**src/rtl/impulse_count_receiver_pkg.sv**
```systemverilog
// rtl/impulse_count_receiver_pkg.sv - shared constants and state encoding for the counter link receiver
package impulse_link_pkg;

    localparam int CNT_W  = 16;
    localparam int N_CH   = 8;
    localparam int ADDR_W = 3;

    // Bit positions of the link lines on the bus handed to the synchronizer;
    // the two edge-detected lines sit at the bottom.
    localparam int LB_SCLK   = 0;
    localparam int LB_SL     = 1;
    localparam int LB_SER    = 2;
    localparam int LB_ADDR   = 3;
    localparam int LB_OVF_CH = LB_ADDR + ADDR_W;
    localparam int LB_OVF_G  = LB_OVF_CH + 1;
    localparam int LB_OVF_R  = LB_OVF_G + 1;
    localparam int LB_W      = LB_OVF_R + 1;

    typedef enum logic [1:0] {
        ST_IDLE    = 2'd0,
        ST_SHIFT   = 2'd1,
        ST_CAPTURE = 2'd2
    } link_state_e;

endpackage

```
**src/rtl/impulse_count_receiver_link_sync.sv**
```systemverilog
// rtl/impulse_count_receiver_link_sync.sv - multi-bit link synchronizer with sclk/sl edge detect
module link_sync #(
    parameter int W           = 9,
    parameter int SYNC_STAGES = 2
) (
    input  logic         clk,
    input  logic         rst_n,
    input  logic [W-1:0] d_in,
    output logic [W-1:2] data_sync,
    output logic         sclk_rise,
    output logic         sl_rise,
    output logic         sl_fall
);

    logic [W-1:0] stage_q [SYNC_STAGES];
    logic [W-1:0] stage_d [SYNC_STAGES];
    logic         sclk_prev_q, sclk_prev_d;
    logic         sl_prev_q, sl_prev_d;
    logic [W-1:0] sync_w;

    always_comb begin
        stage_d[0] = d_in;
        for (int i = 1; i < SYNC_STAGES; i++) begin
            stage_d[i] = stage_q[i-1];
        end
    end

    assign sync_w      = stage_q[SYNC_STAGES-1];
    assign sclk_prev_d = sync_w[0];
    assign sl_prev_d   = sync_w[1];

    always_ff @(posedge clk or negedge rst_n) begin
        if (!rst_n) begin
            for (int i = 0; i < SYNC_STAGES; i++) begin
                stage_q[i] <= '0;
            end
            sclk_prev_q <= 1'b0;
            sl_prev_q   <= 1'b0;
        end else begin
            for (int i = 0; i < SYNC_STAGES; i++) begin
                stage_q[i] <= stage_d[i];
            end
            sclk_prev_q <= sclk_prev_d;
            sl_prev_q   <= sl_prev_d;
        end
    end

    // Edges compare the synchronized line against its one-cycle-old copy.
    assign sclk_rise = sync_w[0] & ~sclk_prev_q;
    assign sl_rise   = sync_w[1] & ~sl_prev_q;
    assign sl_fall   = ~sync_w[1] & sl_prev_q;
    assign data_sync = sync_w[W-1:2];

endmodule

```
**src/rtl/impulse_count_receiver.sv**
```systemverilog
// rtl/impulse_count_receiver.sv - deserializes counter link frames into a per-channel register file
module impulse_count_receiver #(
    parameter int CNT_W       = impulse_link_pkg::CNT_W,
    parameter int N_CH        = impulse_link_pkg::N_CH,
    parameter int SYNC_STAGES = 2
) (
    input  logic             clk,
    input  logic             rst_n,
    input  logic             sclk_in,
    input  logic             ser_in,
    input  logic             sl_in,
    input  logic [2:0]       addr_in,
    input  logic             ovf_ch_in,
    input  logic             ovf_global_in,
    input  logic             ovf_rtc_in,
    input  logic             clear,
    input  logic [2:0]       rd_addr,
    output logic [CNT_W-1:0] rd_data,
    output logic             rd_valid,
    output logic             rd_ovf,
    output logic             frame_done,
    output logic             frame_err,
    output logic             ovf_global,
    output logic             ovf_rtc
);

    localparam int LB_W  = impulse_link_pkg::LB_W;
    localparam int BC_W  = $clog2(CNT_W + 2);
    localparam logic [BC_W-1:0] BC_FULL = BC_W'(CNT_W);
    localparam logic [BC_W-1:0] BC_SAT  = BC_W'(CNT_W + 1);

    logic [LB_W-1:0] link_bus;
    logic [LB_W-1:2] link_s;
    logic            sclk_rise, sl_rise, sl_fall;
    logic            ser_s, ovf_ch_s;
    logic [2:0]      addr_s;

    assign link_bus = {ovf_rtc_in, ovf_global_in, ovf_ch_in, addr_in, ser_in, sl_in, sclk_in};

    link_sync #(
        .W           (LB_W),
        .SYNC_STAGES (SYNC_STAGES)
    ) u_link_sync (
        .clk       (clk),
        .rst_n     (rst_n),
        .d_in      (link_bus),
        .data_sync (link_s),
        .sclk_rise (sclk_rise),
        .sl_rise   (sl_rise),
        .sl_fall   (sl_fall)
    );

    assign ser_s      = link_s[impulse_link_pkg::LB_SER];
    assign addr_s     = link_s[impulse_link_pkg::LB_ADDR +: 3];
    assign ovf_ch_s   = link_s[impulse_link_pkg::LB_OVF_CH];
    assign ovf_global = link_s[impulse_link_pkg::LB_OVF_G];
    assign ovf_rtc    = link_s[impulse_link_pkg::LB_OVF_R];

    impulse_link_pkg::link_state_e state_q, state_d;
    logic [CNT_W-1:0] shreg_q, shreg_d;
    logic [BC_W-1:0]  bitcnt_q, bitcnt_d;
    logic [2:0]       addr_q, addr_d;
    logic             ovf_ch_q, ovf_ch_d;
    logic [CNT_W-1:0] regs_q [N_CH];
    logic [CNT_W-1:0] regs_d [N_CH];
    logic [N_CH-1:0]  valid_q, valid_d;
    logic [N_CH-1:0]  ovf_q, ovf_d;
    logic             err_q, err_d;
    logic             commit;

    assign commit = (state_q == impulse_link_pkg::ST_CAPTURE) && (bitcnt_q == BC_FULL);

    always_comb begin
        state_d  = state_q;
        shreg_d  = shreg_q;
        bitcnt_d = bitcnt_q;
        addr_d   = addr_q;
        ovf_ch_d = ovf_ch_q;
        regs_d   = regs_q;
        valid_d  = valid_q;
        ovf_d    = ovf_q;
        err_d    = err_q;

        unique case (state_q)
            impulse_link_pkg::ST_IDLE: begin
                if (sl_fall) begin
                    state_d  = impulse_link_pkg::ST_SHIFT;
                    shreg_d  = '0;
                    bitcnt_d = '0;
                end
            end
            impulse_link_pkg::ST_SHIFT: begin
                // A bit arriving with the closing sl edge is still taken.
                if (sclk_rise) begin
                    shreg_d = {shreg_q[CNT_W-2:0], ser_s};
                    if (bitcnt_q != BC_SAT) begin
                        bitcnt_d = bitcnt_q + 1'b1;
                    end
                end
                if (sl_rise) begin
                    state_d  = impulse_link_pkg::ST_CAPTURE;
                    addr_d   = addr_s;
                    ovf_ch_d = ovf_ch_s;
                end
            end
            impulse_link_pkg::ST_CAPTURE: begin
                if (commit) begin
                    regs_d[addr_q]  = shreg_q;
                    valid_d[addr_q] = 1'b1;
                    ovf_d[addr_q]   = ovf_ch_q;
                end else begin
                    err_d = 1'b1;
                end
                state_d = impulse_link_pkg::ST_IDLE;
            end
            default: state_d = impulse_link_pkg::ST_IDLE;
        endcase

        // Clear overrides status bits only; a count word being committed still lands.
        if (clear) begin
            valid_d = '0;
            ovf_d   = '0;
            err_d   = 1'b0;
        end
    end

    always_ff @(posedge clk or negedge rst_n) begin
        if (!rst_n) begin
            state_q  <= impulse_link_pkg::ST_IDLE;
            shreg_q  <= '0;
            bitcnt_q <= '0;
            addr_q   <= '0;
            ovf_ch_q <= 1'b0;
            for (int i = 0; i < N_CH; i++) begin
                regs_q[i] <= '0;
            end
            valid_q  <= '0;
            ovf_q    <= '0;
            err_q    <= 1'b0;
        end else begin
            state_q  <= state_d;
            shreg_q  <= shreg_d;
            bitcnt_q <= bitcnt_d;
            addr_q   <= addr_d;
            ovf_ch_q <= ovf_ch_d;
            regs_q   <= regs_d;
            valid_q  <= valid_d;
            ovf_q    <= ovf_d;
            err_q    <= err_d;
        end
    end

    assign rd_data    = regs_q[rd_addr];
    assign rd_valid   = valid_q[rd_addr];
    assign rd_ovf     = ovf_q[rd_addr];
    assign frame_done = commit;
    assign frame_err  = err_q;

endmodule

```
**config.mk**
```make
export PLATFORM = sky130hd
export DESIGN_NAME = impulse_count_receiver
export DESIGN_NICKNAME = d
export VERILOG_FILES = /design/src/rtl/impulse_count_receiver_pkg.sv /design/src/rtl/impulse_count_receiver_link_sync.sv /design/src/rtl/impulse_count_receiver.sv
export SDC_FILE = /design/constraint.sdc
export NUM_CORES = 1
export LEC_CHECK = 0
export ABC_AREA = 1
export CAP_MARGIN = 5
export CORE_ASPECT_RATIO = 1.5
export CORE_MARGIN = 8
export CORE_UTILIZATION = 50
export DETAILED_ROUTE_END_ITERATION = 10
export DONT_BUFFER_PORTS = 1
export PLACE_DENSITY = 0.76
export SYNTH_ARGS = -nofsm -noshare
export SYNTH_HDL_FRONTEND = slang
export SYNTH_SLANG_ARGS = --single-unit
```
**constraint.sdc**
```tcl
create_clock -name clk -period 2.1 [get_ports clk]
set_input_delay 0.21 -clock clk [delete_from_list [all_inputs] [get_ports clk]]
set_output_delay 0.21 -clock clk [all_outputs]
set_load 0.005 [all_outputs]
```
==> results.md <==
- Layout Skew: 0.0168 ns
- Hold buffers post-CTS: 10
- Simple-Gate Fraction of Synth Area: 0.208
- Slew Limit Fails: 0
- Avg Inst Size Synth: 8.34 um2
- Setup Buffers After CTS: 0
- Synth cell types: 24
- Fmax: 504 MHz
- Worst Max-Slew Pin Slew: 0.463 ns
- Synth Area in XOR/XNOR: 0
- Ant diodes: 0
- GRT Total Usage: 0.193
- Horiz. Die Dim: 121 um
- P per Cell Area: 860 mW/mm2
- CTS Root Cell: clkbuf_16
- Antenna viol nets, final: 0
- Congestion Overflow GR: 0
- Syn Nets: 1015
- Std-Cell Rows: 58
- Largest family of logic cells by synthesized area: simple AND/OR/NAND/NOR gates
- Critical Path Sink Type: output pin
- RSZ-0062 raised after global routing: no
- # resized after CTS: 0
- CTS sink count: 192
- Fin crit share: 0.945
- Mapped Cells: 997
- Per-cell routed wire length: 16.3 um
- Final hold viol count: 192
- PortBufs: 0
- Post-Route Hold Slack: -0.503 ns
- Final HPWL DP: 11.6 mm
- Global-route wire length before repair: 32.4 mm
- Hold crit path type: input port to async pin
- Number of global-route vias before repair: 6342
- Worst setup path category: flip-flop to output pin
- Layout cells sized above 1: 0.0514
- Failing checks: hold timing
- DR iter-0 viols: 700
- Status: finished with violations
- Full die area: 0.0211 mm2
- Area of the core: 0.0165 mm2
- Post-Route Setup TNS: 0 ns
- CTS tree: built
- Antenna violations before repair: 0
- Nets: 999
- Fraction of synthesized area in multiplexers: 0
- Synth Area in Compound Gates: 0.154
- Height of the die: 174 um
- Via Count: 6622
- R2R cell count: 8
- H-tree levels: 4
- Post-synth ARST share: 1.00
- CTS clk-pin slew, worst paths: 0.07 ns
- Via density: 5.50
- Synth-to-Final Area Change: 9.66%
- Top Ports: 37
- Fin crit period: 1.98 ns
- Synth warnings: 0
- Leak: 4.25 nW
- Worst endpoint required time: 1.89 ns
- EDFF count, synth: 0
- 1st-pass router iterations: 6
- Synth Area in Adders: 0.00451
- Placed Cells incl. Taps: 1162
- Final Setup Violations: 0
- Worst-skew pair later-pin latency: 0.43 ns
- Initial cell density of the core: 0.503
- Max Cap Violations: 0
- CTS Buffer Depth: 2
- Synth Register Bits: 192
- Cell Area, Synth: 0.00832 mm2
- Post-synthesis sequential area ratio: 0.578
- Worst vdd ir: 0.657 mV
- Main synth FF type: dfrtp_1
- Max FO, Critical Path: 15
- Crit path launch type: flip-flop
- Inserted Clock Buffers: 17
- Slew HR: 0.689
- Final WL: 19.6 mm
- GPL Wtd Cong: 0.791
- Detailed-route DRC error count: 0
- Pin count of the biggest net entering global routing: 193
- CP arrival: 1.77 ns
- Filler cells: 1514
- Fin cells: 1203
-- worst max-delay path: stages (launching register included) --
cell and delay [ns]:
dfrtp_1 0.44, inv_1 0.10, ha_1 0.16, nand2_1 0.10, nor2_4 0.33, buf_4 0.21
-- worst paths after layout --
check                                             from                     to  slack, ns
worst max register to register             bitcnt_q[0]             regs_q[25]       0.28
worst max-delay path                       bitcnt_q[0]             frame_done       0.12
max in group asynchronous                        rst_n            regs_q[117]       2.20
worst min-delay path                             rst_n  u_link_sync.sync_w[8]      -0.50
min in group clk                                 clear               ovf_q[2]       0.22
worst min register to register  u_link_sync.stage_d[4]  u_link_sync.sync_w[4]       0.35
-- layer usage --
| layer | global-route usage | vias to the layer above | part of all wire |
|---|---|---|---|
| met5 | 0 | - | 0 |
| met4 | 0.0676 | 0 | 0.019 |
| met3 | 0.0438 | 27 | 0.054 |
| met2 | 0.328 | 172 | 0.51 |
| met1 | 0.233 | 3228 | 0.42 |
| li1 | - | 3195 | - |
-- stage by stage --
step                total power, mW  worst slack (ns)   util  instance area, um2
floorplan                      4.47             0.567      -                8320
global placement               4.60             0.385  0.509                8420
detailed placement             4.62             0.333  0.509                8420
CTS                            7.91             0.112  0.551                9120
global route                   8.17            0.0163  0.551                9120
finish                         7.84             0.116  0.551                9120
-- registers in the layout, summed over array words and instances, names as in the netlist --
name	cells
addr_q	3
bitcnt_q	5
frame_err	1
ovf_ch_q	1
ovf_q	8
regs_q	128
shreg_q	16
state_q	2
u_link_sync.sclk_prev_q	1
u_link_sync.sl_prev_q	1
u_link_sync.stage_d	9
u_link_sync.sync_w	9
valid_q	8
-- logic make-up after synthesis --
group / after synthesis
and+or+nand+nor: 439
buffers and inverters: 108
AOI/OAI and AO/OA: 255
DFF: 192
adders and majority gates: 3
-- cell usage after synthesis (2+ instances only) --
library cell | count | area (um2)
a21oi_1 | 11 | 55.1
buf_1 | 4 | 15.0
buf_2 | 24 | 120
buf_6 | 3 | 33.8
clkbuf_1 | 28 | 105
clkinv_1 | 2 | 7.51
dfrtp_1 | 192 | 4800
ha_1 | 3 | 37.5
inv_1 | 45 | 169
nand2_1 | 267 | 1000
nand3_1 | 24 | 120
nand4_1 | 11 | 68.8
nor2_1 | 129 | 484
nor3_1 | 4 | 20.0
o211ai_1 | 2 | 15.0
o21ai_0 | 235 | 1180
o21ai_1 | 6 | 30.0
-- cell type report --
class / count / area, um2 / share of cell area
clock buffers: 17 / 425 / 0.0466
clock inverters: 14 / 171 / 0.0188
inverters: 48 / 180 / 0.0198
multi-input cells: 697 / 3050 / 0.335
flip-flops and latches: 192 / 4800 / 0.527
well taps: 210 / 263 / 0.0288
repair buffers: 25 / 225 / 0.0247
-- placed cells by master (no fill, tap or decap), drive strengths merged --
cell	synthesis	layout
dfrtp	192	192
nand3	24	24
nand4	11	11
o31ai	1	1
nand2	268	268
dlygate4sd3	0	10
clkinvlp	0	3
ha	3	3
o211ai	2	2
bufinv	0	2
o21ai	241	241
nor3	4	4
or2	1	1
clkbuf	28	17
nor2	131	131
a21oi	11	11
buf	32	15
inv	46	54
clkinv	2	3
-- power by group --
part           switching [mW]  internal [mW]  total, mW
clock network            1.48           1.80       3.27
logic                   0.452          0.211      0.663
registers               0.120           3.79       3.91
Note: power is estimated with default switching activity, not from simulation.
